### config.mk
export PLATFORM = sky130hd
export DESIGN_NAME = hazard_sequencer
export DESIGN_NICKNAME = d
export VERILOG_FILES = /design/src/rtl/hazard_sequencer.sv
export SDC_FILE = /design/constraint.sdc
export NUM_CORES = 1
export LEC_CHECK = 0
export CORE_MARGIN = 5
export CORE_UTILIZATION = 25
export CTS_CLUSTER_SIZE = 8
export DETAILED_ROUTE_END_ITERATION = 12
export SLEW_MARGIN = 20
export SYNTH_ARGS = -nofsm -noshare
export SYNTH_HDL_FRONTEND = slang
export SYNTH_SLANG_ARGS = --single-unit
### constraint.sdc
create_clock -name Clk -period 6.71 [get_ports Clk]
set_input_delay 2.013 -clock Clk [delete_from_list [all_inputs] [get_ports Clk]]
set_output_delay 2.013 -clock Clk [all_outputs]
set_load 0.01 [all_outputs]
### src/rtl/hazard_sequencer.sv
// Pipeline sequencing controller for a 5-stage MIPS datapath: load-use stalls, redirect flushes,
// EX forwarding selects, WB-to-ID bypass and saturating debug event counters.
`timescale 1ns/1ps

module hazard_sequencer #(
    parameter int LOAD_STALL_CYCLES = 1,
    parameter int CNT_W             = 32
) (
    input  logic             Clk,
    input  logic             Reset,
    input  logic [4:0]       ID_Rs,
    input  logic [4:0]       ID_Rt,
    input  logic             ID_UsesRs,
    input  logic             ID_UsesRt,
    input  logic [4:0]       EX_Rs,
    input  logic [4:0]       EX_Rt,
    input  logic             EX_MemRead,
    input  logic [4:0]       EX_WriteReg,
    input  logic             M_RegWrite,
    input  logic [4:0]       M_WriteReg,
    input  logic             WB_RegWrite,
    input  logic [4:0]       WB_WriteReg,
    input  logic             M_Redirect,
    output logic             PCWrite,
    output logic             IFID_Write,
    output logic             IFID_Flush,
    output logic             IDEX_Flush,
    output logic             EXMEM_Flush,
    output logic [1:0]       FwdA,
    output logic [1:0]       FwdB,
    output logic             ID_BypA,
    output logic             ID_BypB,
    output logic [CNT_W-1:0] StallCount,
    output logic [CNT_W-1:0] FlushCount,
    output logic             State
);

    localparam int SC_W = $clog2(LOAD_STALL_CYCLES + 1);
    localparam int RELOAD_INT = (LOAD_STALL_CYCLES > 1) ? LOAD_STALL_CYCLES - 2 : 0;
    localparam logic [SC_W-1:0] STALL_RELOAD = SC_W'(RELOAD_INT);

    typedef enum logic {
        RUN   = 1'b0,
        STALL = 1'b1
    } state_t;

    state_t          state_q;
    logic [SC_W-1:0] stall_cnt;

    logic m_wr_valid;
    logic wb_wr_valid;
    logic m_hit_a;
    logic m_hit_b;
    logic wb_hit_a;
    logic wb_hit_b;
    logic load_use;
    logic stall;

    assign m_wr_valid  = M_RegWrite  && (M_WriteReg  != 5'd0);
    assign wb_wr_valid = WB_RegWrite && (WB_WriteReg != 5'd0);

    assign m_hit_a  = m_wr_valid  && (M_WriteReg  == EX_Rs);
    assign m_hit_b  = m_wr_valid  && (M_WriteReg  == EX_Rt);
    assign wb_hit_a = wb_wr_valid && (WB_WriteReg == EX_Rs);
    assign wb_hit_b = wb_wr_valid && (WB_WriteReg == EX_Rt);

    assign load_use = EX_MemRead && (EX_WriteReg != 5'd0) &&
                      ((ID_UsesRs && (EX_WriteReg == ID_Rs)) ||
                       (ID_UsesRt && (EX_WriteReg == ID_Rt)));

    // A redirect kills whatever was stalled, so it always masks the stall request.
    assign stall = !M_Redirect && ((state_q == STALL) || load_use);

    always_comb begin
        PCWrite     = 1'b1;
        IFID_Write  = 1'b1;
        IFID_Flush  = 1'b0;
        IDEX_Flush  = 1'b0;
        EXMEM_Flush = 1'b0;
        FwdA        = 2'b00;
        FwdB        = 2'b00;
        ID_BypA     = 1'b0;
        ID_BypB     = 1'b0;
        if (!Reset) begin
            if (M_Redirect) begin
                IFID_Flush  = 1'b1;
                IDEX_Flush  = 1'b1;
                EXMEM_Flush = 1'b1;
            end else if (stall) begin
                PCWrite     = 1'b0;
                IFID_Write  = 1'b0;
                IDEX_Flush  = 1'b1;
            end

            if (m_hit_a)       FwdA = 2'b10;
            else if (wb_hit_a) FwdA = 2'b01;
            if (m_hit_b)       FwdB = 2'b10;
            else if (wb_hit_b) FwdB = 2'b01;

            ID_BypA = wb_wr_valid && (WB_WriteReg == ID_Rs);
            ID_BypB = wb_wr_valid && (WB_WriteReg == ID_Rt);
        end
    end

    assign State = state_q;

    // stall_cnt holds the number of bubbles still owed after the current STALL cycle.
    always_ff @(posedge Clk or posedge Reset) begin
        if (Reset) begin
            state_q    <= RUN;
            stall_cnt  <= '0;
            StallCount <= '0;
            FlushCount <= '0;
        end else begin
            case (state_q)
                RUN: begin
                    if (M_Redirect) begin
                        if (FlushCount != '1) FlushCount <= FlushCount + CNT_W'(1);
                    end else if (load_use) begin
                        if (StallCount != '1) StallCount <= StallCount + CNT_W'(1);
                        if (LOAD_STALL_CYCLES > 1) begin
                            state_q   <= STALL;
                            stall_cnt <= STALL_RELOAD;
                        end
                    end
                end
                STALL: begin
                    if (M_Redirect) begin
                        state_q   <= RUN;
                        stall_cnt <= '0;
                        if (FlushCount != '1) FlushCount <= FlushCount + CNT_W'(1);
                    end else begin
                        if (StallCount != '1) StallCount <= StallCount + CNT_W'(1);
                        if (stall_cnt == '0) state_q <= RUN;
                        else                 stall_cnt <= stall_cnt - SC_W'(1);
                    end
                end
                default: begin
                    state_q   <= RUN;
                    stall_cnt <= '0;
                end
            endcase
        end
    end

endmodule

==> out/metrics.cfg <==
[outcome]
status = complete, no violations

[die]
die_x_um = 130.7
std_cell_rows = 44
io_pins = 119
start_util_pct = 25.23
fp.dieH_um = 130.7
core_area_um2 = 14420
die-area_um2 = 17070

[power_and_ir_drop]
vdd_drop_max_mv = 0.1044
p_total_w = 0.001125
power.density_nw_per_um2 = 212.5
leakagePower_nw = 2.168

[setup_path]
cp_top_family = buffers and inverters
endpoint_kind = output port
crit_buf_inv = 2
arrival_ns = 4.42
worstPathRequired_ns = 4.70
cp_slowest_cell = clkdlybuf4s50_1
crit_fanout = 4
reg2reg_from = StallCount[0]
critPathLaunch = M_WriteReg[1]
worstPathCellList = clkdlybuf4s50_1 -> or4_1 -> o21ai_0 -> nor3_1 -> nor4_1 -> clkdlybuf4s50_1
cpMostUsedCell = clkdlybuf4s50_1
reg2reg_slack_ns = 4.25
startpoint_type = input port
crit_type = input port to output port
max_stage_delay_ns = 0.62

[sta]
setup_viol = 0
timing.hold.ws_ns = 0.4860
hold_viol_final = 0
max_slew_margin_pct = 42.61
finalSetupTns_ns = 0
finalCritPeriodShare_pct = 95.93
fmax_mhz = 155.4
layout_setup_ws_ns = 0.2733
tightest_slew_ns = 0.8608
slew_viol_final = 0
rsz0062_at_grt = false
period_minus_slack_ns = 6.437
finClkSkew_ns = 0.005530

[finish]
final_cell_mix = clkdlybuf4s50_1, dfrtp_1, xnor2_1, xor2_1, nand3_1
fin_nets = 523
layout-drive-gt1-share_pct = 5.809
antenna_cells = 0
area_growth_pct = 45.45
fill_cells = 1455
layout_commonest_cell = clkdlybuf4s50_1

[clock_network]
postCtsSetupBuffers = 0
cts_tree = built
clk_pin_slew_ns = 0.05
cts_root_buffer = clkbuf_16
clock_latency_ns = 0.32
ctsResizeCount = 0
clkSinkCount = 64
cts-buffers-inserted = 9
clk_path_buf_depth = 2
cts-hold-fix-buffers = 0
htreeDepth = 3

[synth]
netlist.area_leader.share_pct = 44.00
synth-edff-count = 0
synthArstFlopShare_pct = 100.0
syn_inst = 362
synth_seq_cells = 64
syn_nets = 407
syn_area_per_cell_um2 = 10.05
ys_types = 40
synth_seq_area_share_pct = 44.00
ys.warnings.count = 0
yosys.area.top_type = dfrtp_1
synthesis.area_um2 = 3640
synthTopCellsByArea = dfrtp_1, xnor2_1, xor2_1, nand4_1, nand3_1
ys.flop_type = dfrtp_1

[route]
drtIter0Drc = 204
avgViaCountPerCell = 4.676
dr.pass1.iters = 6
vias = 3114
wl_per_cell_um = 14.65
ant_nets = 0
route.detailed.drc = 0
wl_mm = 9.759

[global_route]
overflow = 0
grt_start_max_net_pins = 66
antenna_found_initial = 0
grt_pass1_wl_mm = 16.17
gr-usage-all-layers_pct = 11.83
first_global_vias = 3251

[run]
maxCapViolCount = 0

[placed_design]
place_ws_ns = 0.3147
io_buffers = 117
place_hpwl_mm = 7.752
place_congestion = 0.9020

[hold_path]
min_path_type = flop to flop
holdCritStartpoint = StallCount[18]

## layout make-up
cell class | count | area [um^2] | area share (%)
multi-input cells | 276 | 1924 | 36.35
clock inverters | 3 | 65.06 | 1.229
flip-flops and latches | 64 | 1602 | 30.25
repair buffers | 119 | 1186 | 22.41
clock buffers | 12 | 256.5 | 4.845
inverters | 8 | 30.03 | 0.5672
well taps | 184 | 230.2 | 4.349
## state kept, by name (all words and copies together), names as in the netlist
name / count
FlushCount: 32
StallCount: 32
## report_power, final
part	leakage, nW	total [W]	switching [W]	internal [W]
Clock	0.159	0.000504	0.000161	0.000343
Combinational	1.14	0.000181	0.0000813	0.0000998
Sequential	0.872	0.000440	0.0000307	0.000409
## through the flow
stage	util, %	cell area, um^2	instances
3_5_place_dp	34.47	4972	651
5_1_grt	36.70	5294	666
3_3_place_gp	34.47	4972	651
4_1_cts	36.70	5294	666
6_report	36.70	5294	666
2_1_floorplan	-	3640	362
## final timing paths
check	end	cells after the start
worst max-delay path	FwdB[0]	6
max in group asynchronous	FlushCount[24]	3
worst max register to register	StallCount[19]	6
min in group asynchronous	StallCount[23]	3
worst min-delay path	StallCount[18]	1
worst min register to register	StallCount[18]	1
## synthesized netlist by cell type, types with 4 or more instances
master / count
and3_1: 15
and4_1: 7
nor2_1: 16
xor2_1: 38
nand2_1: 24
inv_1: 8
nor4_1: 12
buf_2: 4
nand3_1: 29
dfrtp_1: 64
nand4_1: 27
nor3_1: 8
clkbuf_1: 5
xnor2_1: 60
or4_1: 4
## worst register-to-register path: stages, from the launching register on
cell and delay (ns):
dfrtp_1 0.43, ha_1 0.29, and4_1 0.32, nand4_1 0.13
and3b_1 0.74, and4_1 0.33, xor2_1 0.16
## routing by layer
layer	wire, um	GRT usage, %	vias to the layer above
met5	0	0	-
met4	162	4.598	0
met3	707	3.455	15
met2	4565	18.46	109
met1	4323	15.48	1484
li1	-	-	1506
## logic make-up after synthesis
family                   synth area share, %
flip-flops                             44.00
AND/OR/NAND/NOR                        24.96
multiplexers                          0.9281
buffers and inverters                  3.128
other                                 0.1030
adder cells (fa/ha/maj)               0.6874
XOR/XNOR                               23.58
AO/OA/AOI/OAI                          2.613
Note: power is estimated with default switching activity, not from simulation.
